[config.mk]
export PLATFORM = sky130hd
export DESIGN_NAME = lane_hit_judge_flat
export DESIGN_NICKNAME = d
export VERILOG_FILES = /design/src/rtl/lane_hit_judge_pkg.sv /design/src/rtl/lane_hit_judge_if.sv /design/src/rtl/lane_hit_judge_unit.sv /design/src/rtl/lane_hit_judge.sv /design/src/flat_wrapper.sv
export SDC_FILE = /design/constraint.sdc
export NUM_CORES = 1
export LEC_CHECK = 0
export CAP_MARGIN = 30
export CORE_ASPECT_RATIO = 0.9
export CORE_MARGIN = 8
export CORE_UTILIZATION = 60
export CTS_CLUSTER_DIAMETER = 80
export DETAILED_ROUTE_END_ITERATION = 7
export PLACE_DENSITY = 0.85
export SETUP_SLACK_MARGIN = 0.05
export SLEW_MARGIN = 25
export SYNTH_ARGS = -nofsm -noshare
export SYNTH_HDL_FRONTEND = slang
export SYNTH_SLANG_ARGS = --single-unit
export TNS_END_PERCENT = 30
[constraint.sdc]
create_clock -name clk -period 6.2 [get_ports clk]
set_clock_uncertainty 0.05 [all_clocks]
set_input_delay 1.24 -clock clk [delete_from_list [all_inputs] [get_ports clk]]
set_output_delay 1.24 -clock clk [all_outputs]
set_load 0.01 [all_outputs]
[src/rtl/lane_hit_judge_pkg.sv]
// Shared score codes and result record for the multi-lane hit judge.
// Included by lane_judge_unit and lane_hit_judge.
package lane_hit_pkg;

    localparam logic [1:0] SCORE_PERFECT = 2'b11;
    localparam logic [1:0] SCORE_LATE    = 2'b10;
    localparam logic [1:0] SCORE_EARLY   = 2'b01;
    localparam logic [1:0] SCORE_NONE    = 2'b00;

    // Lane field sized for the largest supported build (8 lanes)
    localparam int MAX_LANE_W = 3;

    typedef struct packed {
        logic [MAX_LANE_W-1:0] lane;
        logic [1:0]            score;
        logic                  miss;
    } result_t;

endpackage

[src/rtl/lane_hit_judge_if.sv]
// Result port between the hit judge (master) and the scoring block (slave).
interface lane_hit_judge_if #(
    parameter int LANES = 4
);
    localparam int LANE_W = (LANES > 1) ? $clog2(LANES) : 1;

    logic              res_valid;
    logic              res_ready;
    logic [LANE_W-1:0] res_lane;
    logic [1:0]        res_score;
    logic              res_miss;

    modport master (output res_valid, res_lane, res_score, res_miss, input res_ready);
    modport slave  (input res_valid, res_lane, res_score, res_miss, output res_ready);
endinterface

[src/rtl/lane_hit_judge_unit.sv]
// Per-lane judge: optional debounce (LANE_HIT_JUDGE_DEBOUNCE_EN), press edge, grading,
// miss detection, delete pulse and a single pending result slot.
module lane_judge_unit
    import lane_hit_pkg::*;
#(
    parameter int OFF_W     = 3,
    parameter int EARLY_OFF = 1,
    parameter int PERF_LO   = 2,
    parameter int PERF_HI   = 4,
    parameter int LATE_OFF  = 5,
    parameter int DEB_CYC   = 8
) (
    input  logic             clk,
    input  logic             rst,
    input  logic             btn,
    input  logic             note_present,
    input  logic [OFF_W-1:0] offset,
    input  logic             drain,
    output logic             delete_note,
    output logic             overflow,
    output logic             pending,
    output logic [1:0]       score,
    output logic             miss
);

    localparam logic [OFF_W-1:0] EARLY_V = OFF_W'(EARLY_OFF);
    localparam logic [OFF_W-1:0] PLO_V   = OFF_W'(PERF_LO);
    localparam logic [OFF_W-1:0] PHI_V   = OFF_W'(PERF_HI);
    localparam logic [OFF_W-1:0] LATE_V  = OFF_W'(LATE_OFF);
    localparam logic [OFF_W-1:0] MISS_V  = OFF_W'(LATE_OFF + 1);

    if (DEB_CYC < 1) begin : g_bad_deb
        $error("lane_judge_unit: DEB_CYC must be at least 1");
    end

    logic btn_lvl;

`ifdef LANE_HIT_JUDGE_DEBOUNCE_EN
    localparam int CNT_W = $clog2(DEB_CYC + 1);

    logic             filt_q, filt_d;
    logic [CNT_W-1:0] cnt_q, cnt_d;

    // Filtered level flips only after DEB_CYC consecutive differing raw samples
    always_comb begin
        filt_d = filt_q;
        cnt_d  = '0;
        if (btn != filt_q) begin
            if (cnt_q == CNT_W'(DEB_CYC - 1)) filt_d = btn;
            else                              cnt_d  = cnt_q + CNT_W'(1);
        end
    end

    always_ff @(posedge clk or posedge rst) begin
        if (rst) begin
            filt_q <= 1'b0;
            cnt_q  <= '0;
        end else begin
            filt_q <= filt_d;
            cnt_q  <= cnt_d;
        end
    end

    assign btn_lvl = filt_q;
`else
    assign btn_lvl = btn;
`endif

    logic       btn_prev_q, btn_prev_d;
    logic       miss_prev_q, miss_prev_d;
    logic       pending_q, pending_d;
    logic [1:0] score_q, score_d;
    logic       miss_q, miss_d;
    logic       delete_q, delete_d;
    logic       overflow_q, overflow_d;

    logic       hit, miss_cond, miss_evt, evt;
    logic [1:0] grade;

    // A hit in the same cycle as the miss point suppresses the miss
    always_comb begin
        hit       = btn_lvl & ~btn_prev_q & note_present;
        miss_cond = note_present & (offset == MISS_V);
        miss_evt  = miss_cond & ~miss_prev_q & ~hit;
        evt       = hit | miss_evt;

        if (offset >= PLO_V && offset <= PHI_V) grade = SCORE_PERFECT;
        else if (offset == LATE_V)              grade = SCORE_LATE;
        else if (offset == EARLY_V)             grade = SCORE_EARLY;
        else                                    grade = SCORE_NONE;

        btn_prev_d  = btn_lvl;
        miss_prev_d = miss_cond;
        delete_d    = evt;
        overflow_d  = 1'b0;
        pending_d   = pending_q & ~drain;
        score_d     = score_q;
        miss_d      = miss_q;

        if (evt) begin
            if (pending_q && !drain) begin
                overflow_d = 1'b1;
            end else begin
                pending_d = 1'b1;
                score_d   = hit ? grade : SCORE_NONE;
                miss_d    = ~hit;
            end
        end
    end

    always_ff @(posedge clk or posedge rst) begin
        if (rst) begin
            btn_prev_q  <= 1'b0;
            miss_prev_q <= 1'b0;
            pending_q   <= 1'b0;
            score_q     <= SCORE_NONE;
            miss_q      <= 1'b0;
            delete_q    <= 1'b0;
            overflow_q  <= 1'b0;
        end else begin
            btn_prev_q  <= btn_prev_d;
            miss_prev_q <= miss_prev_d;
            pending_q   <= pending_d;
            score_q     <= score_d;
            miss_q      <= miss_d;
            delete_q    <= delete_d;
            overflow_q  <= overflow_d;
        end
    end

    assign delete_note = delete_q;
    assign overflow    = overflow_q;
    assign pending     = pending_q;
    assign score       = score_q;
    assign miss        = miss_q;

endmodule

[src/rtl/lane_hit_judge.sv]
// Multi-lane hit judge top: per-lane judge units plus a round-robin result arbiter.
// Optional input debounce is enabled with LANE_HIT_JUDGE_DEBOUNCE_EN.
module lane_hit_judge
    import lane_hit_pkg::*;
#(
    parameter int LANES     = 4,
    parameter int OFF_W     = 3,
    parameter int EARLY_OFF = 1,
    parameter int PERF_LO   = 2,
    parameter int PERF_HI   = 4,
    parameter int LATE_OFF  = 5,
    parameter int DEB_CYC   = 8
) (
    input  logic                   clk,
    input  logic                   rst,
    input  logic [LANES-1:0]       btn,
    input  logic [LANES-1:0]       note_present,
    input  logic [LANES*OFF_W-1:0] offset,
    output logic [LANES-1:0]       delete_note,
    output logic                   overflow,
    lane_hit_judge_if.master       res
);

    localparam int LANE_W = (LANES > 1) ? $clog2(LANES) : 1;

    if (LANES < 1 || LANES > 8) begin : g_bad_lanes
        $error("lane_hit_judge: LANES must be 1..8");
    end
    if (LATE_OFF + 1 >= (1 << OFF_W)) begin : g_bad_off
        $error("lane_hit_judge: LATE_OFF+1 does not fit in OFF_W bits");
    end

    logic [LANES-1:0] pending, lane_ovf, drain, avail;
    logic [1:0]       slot_score [LANES];
    logic             slot_miss  [LANES];

    for (genvar g = 0; g < LANES; g++) begin : g_lane
        lane_judge_unit #(
            .OFF_W(OFF_W), .EARLY_OFF(EARLY_OFF), .PERF_LO(PERF_LO),
            .PERF_HI(PERF_HI), .LATE_OFF(LATE_OFF), .DEB_CYC(DEB_CYC)
        ) u_lane (
            .clk         (clk),
            .rst         (rst),
            .btn         (btn[g]),
            .note_present(note_present[g]),
            .offset      (offset[g*OFF_W +: OFF_W]),
            .drain       (drain[g]),
            .delete_note (delete_note[g]),
            .overflow    (lane_ovf[g]),
            .pending     (pending[g]),
            .score       (slot_score[g]),
            .miss        (slot_miss[g])
        );
    end

    logic              valid_q, valid_d;
    result_t           out_q, out_d;
    logic [LANE_W-1:0] rr_q, rr_d;
    logic              handshake, found;
    int                idx;

    // The presented lane is excluded from the search; it is being drained this cycle
    always_comb begin
        handshake = valid_q & res.res_ready;
        drain     = handshake ? (LANES'(1) << out_q.lane) : '0;
        avail     = pending & ~drain;
        rr_d      = rr_q;
        if (handshake) begin
            rr_d = (int'(out_q.lane) == LANES - 1) ? '0 : LANE_W'(int'(out_q.lane) + 1);
        end
        valid_d = valid_q;
        out_d   = out_q;
        found   = 1'b0;
        idx     = 0;
        if (!valid_q || handshake) begin
            valid_d = 1'b0;
            out_d   = '0;
            for (int k = 0; k < LANES; k++) begin
                idx = int'(rr_d) + k;
                if (idx >= LANES) idx = idx - LANES;
                if (!found && avail[idx]) begin
                    found       = 1'b1;
                    valid_d     = 1'b1;
                    out_d.lane  = MAX_LANE_W'(idx);
                    out_d.score = slot_score[idx];
                    out_d.miss  = slot_miss[idx];
                end
            end
        end
    end

    always_ff @(posedge clk or posedge rst) begin
        if (rst) begin
            valid_q <= 1'b0;
            out_q   <= '0;
            rr_q    <= '0;
        end else begin
            valid_q <= valid_d;
            out_q   <= out_d;
            rr_q    <= rr_d;
        end
    end

    assign overflow      = |lane_ovf;
    assign res.res_valid = valid_q;
    assign res.res_lane  = out_q.lane[LANE_W-1:0];
    assign res.res_score = out_q.score;
    assign res.res_miss  = out_q.miss;

endmodule
[src/flat_wrapper.sv]
// flat-port wrapper written by rule: the top's interface ports become plain ports
module lane_hit_judge_flat import lane_hit_pkg::*;
#(
    parameter int LANES     = 4,
    parameter int OFF_W     = 3,
    parameter int EARLY_OFF = 1,
    parameter int PERF_LO   = 2,
    parameter int PERF_HI   = 4,
    parameter int LATE_OFF  = 5,
    parameter int DEB_CYC   = 8
)
  (clk, rst, btn, note_present, offset, delete_note, overflow, res_res_valid, res_res_lane, res_res_score, res_res_miss, res_res_ready);
  lane_hit_judge_if #(.LANES(LANES)) res_i ();
  input  logic clk;
  input  logic rst;
  input  logic [LANES-1:0] btn;
  input  logic [LANES-1:0] note_present;
  input  logic [LANES*OFF_W-1:0] offset;
  output logic [LANES-1:0] delete_note;
  output logic overflow;
  output wire logic [$bits(res_i.res_valid)-1:0] res_res_valid;
  output wire logic [$bits(res_i.res_lane)-1:0] res_res_lane;
  output wire logic [$bits(res_i.res_score)-1:0] res_res_score;
  output wire logic [$bits(res_i.res_miss)-1:0] res_res_miss;
  input wire logic [$bits(res_i.res_ready)-1:0] res_res_ready;
  assign res_res_valid = res_i.res_valid;
  assign res_res_lane = res_i.res_lane;
  assign res_res_score = res_i.res_score;
  assign res_res_miss = res_i.res_miss;
  assign res_i.res_ready = res_res_ready;
  lane_hit_judge #(.LANES(LANES), .OFF_W(OFF_W), .EARLY_OFF(EARLY_OFF), .PERF_LO(PERF_LO), .PERF_HI(PERF_HI), .LATE_OFF(LATE_OFF), .DEB_CYC(DEB_CYC)) u_core (.clk(clk), .rst(rst), .btn(btn), .note_present(note_present), .offset(offset), .delete_note(delete_note), .overflow(overflow), .res(res_i));
endmodule
==> impl_metrics.csv <==
group,metric,value,unit
sta,period_share,70.7,%
final_layout,final_common_cell,"dfrtp_1",
final_layout,layout-drive-gt1-share,13.3,%
place,placed_cell_area,3040,um2
final_layout,diodes,0,
clock_tree,cts_inserted_buffers,5,
route,drc_errors,0,
route,firstDrtPassIters,5,
setup_path,crit_fanout,13,
route,drtAntennaViolNets,0,
clock_tree,max-clock-path-buffers,2,
place,hpwl,4920,um
final_layout,syn_to_final_growth,14.3,%
global_route,antenna_found_initial,0,
logic_synthesis,ys.flop_type,"dfrtp_1",
sta,finalHoldViolations,0,
sta,setup_viol,0,
sta,setup_tns,0,ns
clock_tree,h-tree-depth,2,
floorplanning,die_w,87.2,um
clock_tree,clkLatencyLatePin,0.29,ns
power,cellPowerDensity,578,nW/um2
setup_path,critical_path_class,"in2reg",
final_layout,fin_area,3130,um2
clock_tree,cts.repair.resized,0,
power,vdd_drop_max,232,uV
power,leakage,0.00143,uW
setup_path,cp_data_arrival_time,4.51,ns
global_route,grt-ovfl-total,0,
global_route,grt_use_met3,5.61,%
logic_synthesis,avgSynthCellArea,10.8,um2
route,wirelength,6440,um
global_route,busiest_layer,"met2",
logic_synthesis,yosysSeqAreaShare,37.4,%
sta,max_freq,228,MHz
route,wire_per_inst,18.9,um
final_layout,ff_latch_area,1030,um2
sta,worst_slew_pin_slew,0.665,ns
global_route,grt.total_usage,19.5,%
sta,report.final.slew_viol_count,0,
run,cap_violations,0,
final_layout,final_nets,315,
logic_synthesis,yosys_warnings,0,
global_route,grt_util_met1,25.0,%
global_route,grt_max_degree,42,
sta,slew_headroom,55.6,%
outcome,status,"complete, no violations",
clock_tree,postCtsHoldBufs,0,
setup_path,worst_setup_path_start_kind,"input pin",
logic_synthesis,netlist_area,2740,um2
route,vias,2149,
final_layout,nFillCells,344,
place,gp_congestion,0.945,
route,viasPerCell,6.30,
clock_tree,cts-root-buf,"clkbuf_8",
logic_synthesis,ys_async_sr_fraction,100,%
route,drt_iter0_markers,198,
global_route,grt_pass1_wl,10500,um
logic_synthesis,synth-edff-count,0,
logic_synthesis,syn_inst,253,
logic_synthesis,ys_types,61,
logic_synthesis,syn_nets,289,
clock_tree,cts.clk_slew.worst_paths,0.08,ns
floorplanning,coreArea,4430,um2
sta,finalCriticalPeriod,4.38,ns
floorplanning,row_count,23,
setup_path,endpoint_kind,"register",
clock_tree,cts.sink_count,41,
clock_tree,cts_tree,"yes",
sta,grt_setup_unrepaired,"false",
min_path,hold_class,"reg2reg",
final_layout,final_cell_mix,"dfrtp_1 (41), clkdlybuf4s50_1 (33), nand2_1 (22), inv_1 (22), a21oi_1 (15)",
floorplanning,io_pins,34,
floorplanning,die_height,80.1,um
setup_path,required,6.33,ns
logic_synthesis,synth_seq_cells,41,
place,portBuffers,33,
floorplanning,dieArea,6990,um2
floorplanning,start_util,61.8,%
sta,whs,0.523,ns
global_route,grt_pass1_vias,2099,
final_layout,multi_input_area,1510,um2
global_route,met2_usage,30.1,%
clock_tree,cts_setup_buffers,0,
==> report_power, final <==
group,internal (uW),total (uW),switching [uW]
sequential,356,461,106
combinational,534,1170,636
clock,88.0,180,92.0
==> final timing paths <==
kind / start / endpoint / slack (ns) / cells after the start
min in group asynchronous: rst / u_core.g_lane[0].u_lane.delete_note / 1.31 / 3
max reg2reg: u_core.res.res_lane[0] / u_core.res.res_miss / 2.73 / 11
min reg2reg: u_core.g_lane[0].u_lane.score[0] / u_core.g_lane[0].u_lane.score[0] / 0.52 / 2
max: res_res_ready / u_core.res.res_miss / 1.82 / 10
min: u_core.g_lane[0].u_lane.score[0] / u_core.g_lane[0].u_lane.score[0] / 0.52 / 2
max in group asynchronous: rst / u_core.g_lane[1].u_lane.miss_prev_q / 4.44 / 3
==> state kept, by name (all words and copies together) (netlist names) <==
name,cells
u_core.g_lane.u_lane.score,8
u_core.g_lane.u_lane.btn_prev_q,4
u_core.g_lane.u_lane.delete_note,4
u_core.g_lane.u_lane.miss,4
u_core.g_lane.u_lane.miss_prev_q,4
u_core.g_lane.u_lane.overflow,4
u_core.g_lane.u_lane.pending,4
u_core.res.res_lane,2
u_core.res.res_score,2
u_core.rr_q,2
u_core.out_q,1
u_core.res.res_miss,1
u_core.res.res_valid,1
==> logic make-up after synthesis <==
kind of cell / count (synthesis) / synth area share, %
multiplexers: 18 / 13.7
AO/OA/AOI/OAI: 57 / 17.3
adder cells (fa/ha/maj): 13 / 5.94
AND/OR/NAND/NOR: 84 / 17.5
buffers and inverters: 38 / 7.40
flip-flops: 41 / 37.4
XOR/XNOR: 2 / 0.639
==> per-layer routing <==
layer	part of all wire [%]	wire length, um
met1	41	2640
met2	47	3060
met3	8.7	558
met4	2.9	184
met5	0	0
==> area by class of cell <==
class                           count  share of cell area, %
Clock buffer                        6                   2.64
Clock inverter                      1                  0.240
Inverter                           23                   2.84
Multi-Input combinational cell    174                   48.3
Sequential cell                    41                   32.8
Tap cell                           62                   2.48
Timing Repair Buffer               34                   10.8
==> through the flow <==
step           cells  utilization [%]  worst slack, ns  power, uW
2_1_floorplan    253                -             2.49       1360
3_3_place_gp     334             68.6             1.68       1570
3_5_place_dp     334             68.6             1.57       1600
4_1_cts          341             70.7             1.87       1790
5_1_grt          341             70.7             1.50       1920
6_report         341             70.7             1.82       1810
==> cells in the mapped netlist, types with 2 or more instances <==
| cell | instances | area, um2 |
|---|---|---|
| dfrtp_1 | 41 | 1030 |
| inv_1 | 22 | 82.6 |
| nand2_1 | 22 | 82.6 |
| a21oi_1 | 15 | 75.1 |
| ha_1 | 13 | 163 |
| nor2_1 | 13 | 48.8 |
| buf_4 | 9 | 67.6 |
| nand3_1 | 9 | 45.0 |
| mux4_2 | 8 | 180 |
| nand4b_1 | 7 | 61.3 |
| a22o_1 | 6 | 52.6 |
| a22oi_1 | 5 | 37.5 |
| mux4_1 | 5 | 131 |
| nand2b_1 | 5 | 31.3 |
| o21a_1 | 5 | 37.5 |
| nand3b_1 | 4 | 30.0 |
| o21ai_0 | 4 | 20.0 |
| a31oi_1 | 3 | 18.8 |
| and2_1 | 3 | 18.8 |
| buf_6 | 3 | 33.8 |
| nor2b_1 | 3 | 18.8 |
| nor3_1 | 3 | 15.0 |
| o32ai_1 | 3 | 26.3 |
| clkbuf_1 | 2 | 7.51 |
| mux2_2 | 2 | 22.5 |
| mux2i_1 | 2 | 20.0 |
| nor3b_1 | 2 | 15.0 |
==> worst max-delay path, stage by stage <==
cell and delay (ns):
clkdlybuf4s50_1 0.71, a21bo_2 0.22, and2_1 0.47, inv_1 0.18, ha_1 0.49, or3_1 0.40, a21oi_1 0.31, o211ai_4 0.12
o32ai_1 0.29, a31oi_1 0.06
No activity file was read; power rests on OpenSTA's default activity.
